$ cat config.mk
export PLATFORM = sky130hd
export DESIGN_NAME = wavetable_load_scheduler
export DESIGN_NICKNAME = d
export VERILOG_FILES = /design/src/rtl/vsynth_pkg.sv /design/src/rtl/rr_arbiter.sv /design/src/rtl/wavetable_load_scheduler.sv
export SDC_FILE = /design/constraint.sdc
export NUM_CORES = 1
export LEC_CHECK = 0
export BUFFER_PORTS_ARGS = -buffer_cell sky130_fd_sc_hd__buf_2
export CAP_MARGIN = 20
export CORE_MARGIN = 5
export CORE_UTILIZATION = 50
export DETAILED_ROUTE_END_ITERATION = 12
export PLACE_DENSITY_LB_ADDON = 0.2
export SETUP_SLACK_MARGIN = 0.5
export SYNTH_ARGS = -nofsm -noshare
export SYNTH_HDL_FRONTEND = slang
export SYNTH_SLANG_ARGS = --single-unit
$ cat constraint.sdc
create_clock -name clk -period 5.21 [get_ports clk]
set_input_delay 0.7815 -clock clk [delete_from_list [all_inputs] [get_ports clk]]
set_output_delay 0.7815 -clock clk [all_outputs]
set_load 0.01 [all_outputs]
$ cat src/rtl/vsynth_pkg.sv
// Shared voice-synth constants and the load scheduler state encoding.
package vsynth_pkg;

  localparam int unsigned NUM_VOICES_DEF = 16;
  localparam int unsigned VOICE_W        = 4;
  localparam int unsigned WTB_NUM_W      = 5;
  localparam int unsigned WTB_RAM_SIZE   = 61;
  localparam int unsigned CNT_W          = 8;

  typedef enum logic [1:0] {
    ST_IDLE  = 2'd0,
    ST_ISSUE = 2'd1,
    ST_WAIT  = 2'd2
  } sched_state_e;

endpackage

$ cat src/rtl/rr_arbiter.sv
// Combinational round-robin picker: first set request at or after 'start', wrapping.
module rr_arbiter
  import vsynth_pkg::*;
#(
  parameter int unsigned N = NUM_VOICES_DEF
) (
  input  logic [N-1:0]       req,
  input  logic [VOICE_W-1:0] start,
  output logic [N-1:0]       grant,
  output logic [VOICE_W-1:0] grant_idx,
  output logic               valid
);

  int unsigned idx;

  always_comb begin
    grant     = '0;
    grant_idx = '0;
    valid     = 1'b0;
    idx       = 0;
    for (int unsigned i = 0; i < N; i++) begin
      idx = (32'(start) + i) % N;
      if (!valid && req[idx]) begin
        valid      = 1'b1;
        grant[idx] = 1'b1;
        grant_idx  = VOICE_W'(idx);
      end
    end
  end

endmodule

$ cat src/rtl/wavetable_load_scheduler.sv
// Queues per-voice wavetable load commands and issues them one at a time to the
// wavetable loader, holding each for a fixed window long enough to fill the RAM.
module wavetable_load_scheduler
  import vsynth_pkg::*;
#(
  parameter int unsigned NUM_VOICES  = NUM_VOICES_DEF,
  parameter int unsigned LOAD_CYCLES = 64
) (
  input  logic                  clk,
  input  logic                  rst,
  input  logic                  load_req,
  input  logic [VOICE_W-1:0]    load_voice,
  input  logic [WTB_NUM_W-1:0]  load_wtb,
  output logic                  wtb_load,
  output logic [WTB_NUM_W-1:0]  wtb_num,
  output logic [VOICE_W-1:0]    voice_num,
  output logic                  busy,
  output logic [NUM_VOICES-1:0] pending,
  output logic                  done,
  output logic [VOICE_W-1:0]    done_voice
);

  sched_state_e          state, state_n;
  logic [CNT_W-1:0]      cnt, cnt_n;
  logic [VOICE_W-1:0]    rr_start, rr_start_n;
  logic [NUM_VOICES-1:0] pend_clr, set_mask, pending_n;
  logic [WTB_NUM_W-1:0]  wtb_store [NUM_VOICES];
  logic                  wtb_load_n, busy_n, done_n;
  logic [WTB_NUM_W-1:0]  wtb_num_n;
  logic [VOICE_W-1:0]    voice_num_n, done_voice_n;

  logic [NUM_VOICES-1:0] arb_grant;
  logic [VOICE_W-1:0]    arb_idx;
  logic                  arb_valid;

  rr_arbiter #(.N(NUM_VOICES)) u_rr_arbiter (
    .req       (pending),
    .start     (rr_start),
    .grant     (arb_grant),
    .grant_idx (arb_idx),
    .valid     (arb_valid)
  );

  always_ff @(posedge clk) begin
    if (rst) begin
      state      <= ST_IDLE;
      cnt        <= '0;
      rr_start   <= '0;
      pending    <= '0;
      wtb_load   <= 1'b0;
      wtb_num    <= '0;
      voice_num  <= '0;
      busy       <= 1'b0;
      done       <= 1'b0;
      done_voice <= '0;
    end else begin
      state      <= state_n;
      cnt        <= cnt_n;
      rr_start   <= rr_start_n;
      pending    <= pending_n;
      wtb_load   <= wtb_load_n;
      wtb_num    <= wtb_num_n;
      voice_num  <= voice_num_n;
      busy       <= busy_n;
      done       <= done_n;
      done_voice <= done_voice_n;
    end
  end

  // Latest request for a voice always wins its stored wavetable number.
  always_ff @(posedge clk) begin
    if (rst) begin
      for (int unsigned i = 0; i < NUM_VOICES; i++) wtb_store[i] <= '0;
    end else if (load_req) begin
      wtb_store[load_voice] <= load_wtb;
    end
  end

  always_comb begin
    state_n      = state;
    cnt_n        = cnt;
    rr_start_n   = rr_start;
    pend_clr     = '0;
    wtb_load_n   = 1'b0;
    wtb_num_n    = wtb_num;
    voice_num_n  = voice_num;
    done_n       = 1'b0;
    done_voice_n = done_voice;
    case (state)
      ST_IDLE: begin
        if (arb_valid) begin
          state_n     = ST_ISSUE;
          pend_clr    = arb_grant;
          voice_num_n = arb_idx;
          wtb_num_n   = wtb_store[arb_idx];
          wtb_load_n  = 1'b1;
          rr_start_n  = (arb_idx == VOICE_W'(NUM_VOICES - 1)) ? '0 : arb_idx + 1'b1;
        end
      end
      ST_ISSUE: begin
        cnt_n   = CNT_W'(LOAD_CYCLES - 1);
        state_n = ST_WAIT;
      end
      ST_WAIT: begin
        // done is raised in the cycle the counter sits at zero; IDLE follows.
        if (cnt == '0) begin
          state_n = ST_IDLE;
        end else begin
          cnt_n = cnt - 1'b1;
          if (cnt == CNT_W'(1)) begin
            done_n       = 1'b1;
            done_voice_n = voice_num;
          end
        end
      end
      default: state_n = ST_IDLE;
    endcase
    busy_n    = (state_n != ST_IDLE);
    set_mask  = load_req ? (NUM_VOICES'(1) << load_voice) : '0;
    // A same-cycle request beats the grant's clear so the new wavetable reloads.
    pending_n = (pending & ~pend_clr) | set_mask;
  end

endmodule

# Yosys cells after proc, flatten, opt, wreduce, memory -nomap -nowiden
# Memory sizes are Yosys's and may differ from the RTL's. A register that Yosys moved wholly into a read port is not among the register bits.
# Index checks and enable logic that the tools add are counted.
# op_classes
addsub,17
magnitude_cmp,32
n_eq_ne,5
n_shift,1
n_mux,131
bitwise_logic,21
n_reduce_logical,56
# ops
cell,count
$mux W16,19
$or A16 B16 Y16,16
$lt A4 B5 Y1 const B,16
$mux W4,18
$bmux W1 S4,16
$demux W1 S4,16
$ge A4 B1 Y1 const B,16
$mux W1,56
$add A4 B4 Y4 const B,8
$logic_and A1 B1 Y1,31
$add A4 B3 Y4 const B,4
$and A16 B16 Y16,1
$not A16 Y16,1
$pmux W8 S2,1
$shl A1 B4 Y16 const A,1
$logic_not A1 Y1,15
$add A4 B1 Y4 const B,2
$add A4 B2 Y4 const B,2
$eq A8 B1 Y1 const B,1
$logic_not A8 Y1,1
$mux W8,1
$sub A8 B1 Y8 const B,1
$pmux W2 S3,1
$mux W5,1
other kinds (13),18
# word_totals
register_bits,41
mem_bits_rw,80
out_inout_bits,32
elab_cells,273
memories,1
# mem_list
memory,depth,width,rd,rd_clocked_by_memory_dff,wr,line,text
wtb_store,16,5,1,1,16,wavetable_load_scheduler.sv:27,logic [WTB_NUM_W-1:0] wtb_store [NUM_VOICES];

# Logic depth before layout (Yosys ltp)
# depth
depth_word,53
ltp_mapped,24
ltp_nobuf,16

# Hierarchy
# Synthesis repeated with hierarchy kept, for this count alone.
# unflattened
cells_unflattened,1039
hier_area_um2,10038.4
# by_module_without_submodules
module,instances,cells_per_inst,area_each_um2,seq_area_each_um2
wavetable_load_scheduler,1,439,5546.6,3323.2
rr_arbiter,1,600,4491.8,0.0

# Least setup slack after synthesis
# Ideal clock, no wire load.
# synth_path
path_kind,register -> register
from,register rr_start[1]
to,"register wtb_num[4], read port of wtb_store"
t_arrival_ps,5010
required_time_ps,5088
slack_ps,78
path_stages_with_launch,21
path_cell_list,dfxtp_1 > buf_2 > buf_2 > buf_2 > inv_1 > ha_1 > clkbuf_1 > buf_2 > mux4_2 > mux4_1 > nor4_1 > and4_1 > buf_2 > nand4_1 > nand3_1 > o31ai_2 > inv_2 > mux4_2 > mux2i_1 > nor3_1 > a221o_1
# synth_between
elab_chain_len,49
word_cells_on_any_way,110
classes_between,add/sub: 15; mux: 64; reduce/logical: 31
# synth_rtl
element,line,text
"start, declared",wavetable_load_scheduler.sv:25,"logic [VOICE_W-1:0] rr_start, rr_start_n;"
"start signal, assigned",wavetable_load_scheduler.sv:59,rr_start <= rr_start_n;
branches (longest 49 deep; another with $add A4 B1 Y4),--,
"end, declared",wavetable_load_scheduler.sv:15,"output logic [WTB_NUM_W-1:0] wtb_num,"
# Parallel ways; which one is timed is not known. The select of a mux whose other input is x is not followed.
# A chain may end at the register's enable or synchronous reset.

# Worst setup path after layout
# layout_path
from,register rr_start[3]
to,"register wtb_num[4], read port of wtb_store"
# The elaborated chain is that of the path after synthesis.

==> impl_metrics.toml <==
[layout]
multi_input_area_um2 = 6180
seq_area_um2 = 3320
final_nets = 1180
num-fill-cells = 1746
drive_above_1_share_pct = 21.5
n_antenna_cell = 0
fin_util_pct = 58.2
syn2layout_area_growth_pct = 14.7
final_common_cell = "nand2_1"
final_cell_mix = "nand2_1, nor2_1, and2_1"

[timing]
hold_ws_ns = 0.474
skew_ns = 0.00992
finalHoldViolations = 0
worstMarginPinSlew_ns = 0.976
rsz0062_at_grt = "false"
tns_ns = 0
drv_slew = 0
setup_slack_ns = 0.592
slew_headroom_pct = 34.3
finalSetupViolations = 0
period_minus_slack_ns = 4.62
fmax_ghz = 0.217
timing.final.crit_share_pct = 88.6

[yosys]
synth-edff-count = 80
async_flop_share_pct = 0
yosys_warnings = 0
synth_nets = 1130
synth_top_area_share_pct = 24.4
netlist_instances = 1102
synth_ff_type = "edfxtp_1"
synth_top_cell_by_area = "edfxtp_1"
ys_seq_elements = 126
mappedNetlistArea_um2 = 9840
yosysUniqueCellTypes = 90
ys_seq_area_share_pct = 33.8
synth.area.top_cells = "edfxtp_1, dfxtp_1, and2_1"
synth_area_per_cell_um2 = 8.93

[hold_path]
min_path_cells = 1
hold_path_startpoint = "cnt[7]$_SDFFE_PP0P_"
hold_path.class = "flip-flop to flip-flop"
hold_path_end = "cnt[7]$_SDFFE_PP0P_"

[setup_path]
crit_chain = "inv_2, ha_1, nor2b_1, a22o_1, or2_1, nor2_1, and4_2, nand4_1, nand3_1, o31ai_2, bufinv_8, mux4_2, mux2i_1, nor3_1, a221o_1"
r2r-end = "wtb_num[4]$_SDFFE_PP0P_"
worst_setup_path_start_kind = "flip-flop"
r2r_cells = 15
crit_buf_inv = 2
crit_fanout = 14
required_ns = 5.50
cp_top_family = "simple AND/OR/NAND/NOR gates"
slowest_delay_ns = 0.81
rr_startpoint = "rr_start[3]$_SDFFE_PP0P_"
endpoint_kind = "flip-flop"
slowest_stage = "dfxtp_1"
cp.arrival_ns = 4.91
worstSetupPathType = "flip-flop to flip-flop"
reg2reg_slack_ns = 0.59

[pwr]
powerDensity_nw_per_um2 = 581
power_w = 0.00655
irDropWorstVdd_v = 0.000412
p_leak_nw = 4.07

[clock_tree]
ctsLongestPathBuffers = 2
cts_root_buf = "clkbuf_16"
htreeDepth = 4
cts-buffers-inserted = 17
cts_sinks = 126
clk_pin_slew_ns = 0.06
cts_tree = "yes"
clock_latency_ns = 0.42

[global_routing]
grt_overflow_total = 0
grt_max_degree = 36
antenna_found_initial = 0
track_usage_pct = 31.4
grt_pass1_vias = 9137
grt_pass1_wl_um = 53900

[floorplanning]
start_util_pct = 50.7
ios = 44
die-area_um2 = 22600
core-area_um2 = 19400
rows = 51
die_h_um = 150
fp.dieW_um = 150

[detailed_routing]
drc = 0
drt-total-wl_um = 36100
wl_per_cell_um = 25.2
via_per_inst = 6.83
final_antenna_net_count = 0
drt_first_pass_iters = 6
num_vias = 9761
drt_first_iter_violations = 1585

[placement]
place.gp.congestion = 1.08
port_buffers = 43
pre_cts_ws_ns = 0.346
hpwlAfterDp_um = 26400

[run_status]
status = "finished, final reports clean"

[job]
cap_violations = 0
==> cells in the mapped netlist, types with 13 or more instances <==
library cell	count
a211oi_1	13
nor3_1	26
mux4_2	23
a31oi_1	25
ha_1	16
inv_1	18
clkbuf_1	43
and2_1	88
a31o_2	13
edfxtp_1	80
o21ai_0	46
nand3_1	32
buf_2	13
o22ai_1	31
dfxtp_1	46
nand2_1	123
mux2i_1	53
nor2_1	106
mux2_2	22
o211ai_1	14
a21oi_1	40
==> per-stage QoR <==
step | cell area [um2] | std cells
6_report | 11300 | 1430
5_1_grt | 11300 | 1430
4_1_cts | 11100 | 1417
3_5_place_dp | 10400 | 1384
3_3_place_gp | 10400 | 1384
2_1_floorplan | 9880 | 1102
==> cell families (layout without fill, tap and decap cells) <==
group	Yosys count	in the layout	share of synthesized area [%]
adders and majority gates	16	16	2.03
and+or+nand+nor	451	451	22.9
xor gates and xnor gates	18	18	1.75
muxes	105	105	14.3
buffers and inverters	96	159	4.40
AOI/OAI and AO/OA	290	290	20.8
DFF	126	126	33.8
==> power by group <==
part	internal, W	total [W]	switching, W	leakage, nW
logic	0.00156	0.00405	0.00249	2.63
registers	0.00117	0.00126	0.0000899	1.14
clock network	0.000801	0.00124	0.000444	0.294
==> repair_timing <==
action	CTS	global route
gates resized for setup	6	25
hold buffers	0	0
endpoints found under the setup margin	6	10
pin swaps	1	3
hold endpoints to repair	0	0
setup buffers	1	13
==> worst max-delay path by stage <==
stage / from / to / slack [ns] / cells past startpoint
2_1_floorplan: rr_start[1]$_SDFFE_PP0P_ / wtb_num[4]$_SDFFE_PP0P_ / 0.51 / 21
3_3_place_gp: rr_start[1]$_SDFFE_PP0P_ / wtb_num[4]$_SDFFE_PP0P_ / 0.34 / 15
3_5_place_dp: rr_start[1]$_SDFFE_PP0P_ / wtb_num[4]$_SDFFE_PP0P_ / 0.35 / 15
4_1_cts: rr_start[1]$_SDFFE_PP0P_ / wtb_num[4]$_SDFFE_PP0P_ / 0.47 / 16
5_1_grt: rr_start[0]$_SDFFE_PP0P_ / wtb_num[4]$_SDFFE_PP0P_ / 0.50 / 16
6_report: rr_start[3]$_SDFFE_PP0P_ / wtb_num[4]$_SDFFE_PP0P_ / 0.59 / 15
==> cell type report <==
| cell class | instances | share of cell area, % |
|---|---|---|
| inverter | 22 | 0.854 |
| timing repair buffer | 105 | 6.45 |
| multi-input combinational | 880 | 54.8 |
| sequential | 126 | 29.5 |
| clock buffer | 18 | 3.80 |
| clock inverter | 14 | 1.70 |
| tap | 265 | 2.94 |
==> layer usage <==
layer	vias up	wire length [um]	track usage [%]
met2	717	15500	45.6
met5	-	0	0
met1	4652	14900	45.5
met3	108	4430	7.31
met4	0	1220	11.3
li1	4284	-	-
==> registers in the layout, indices dropped and copies added, names as in the netlist <==
signal,cells
busy,1
cnt,8
done,1
done_voice,4
pending,16
rr_start,4
state,2
voice_num,4
wtb_load,1
wtb_num,5
wtb_store,80
==> worst register-to-register path, stage by stage (launching register included) <==
cell and delay [ns]:
dfxtp_1 0.81, inv_2 0.08, ha_1 0.40, nor2b_1 0.18
a22o_1 0.30, or2_1 0.34, nor2_1 0.29, and4_2 0.34
nand4_1 0.17, nand3_1 0.16, o31ai_2 0.11, bufinv_8 0.27
mux4_2 0.52, mux2i_1 0.19, nor3_1 0.08, a221o_1 0.28
No activity file was read; power rests on OpenSTA's default activity.
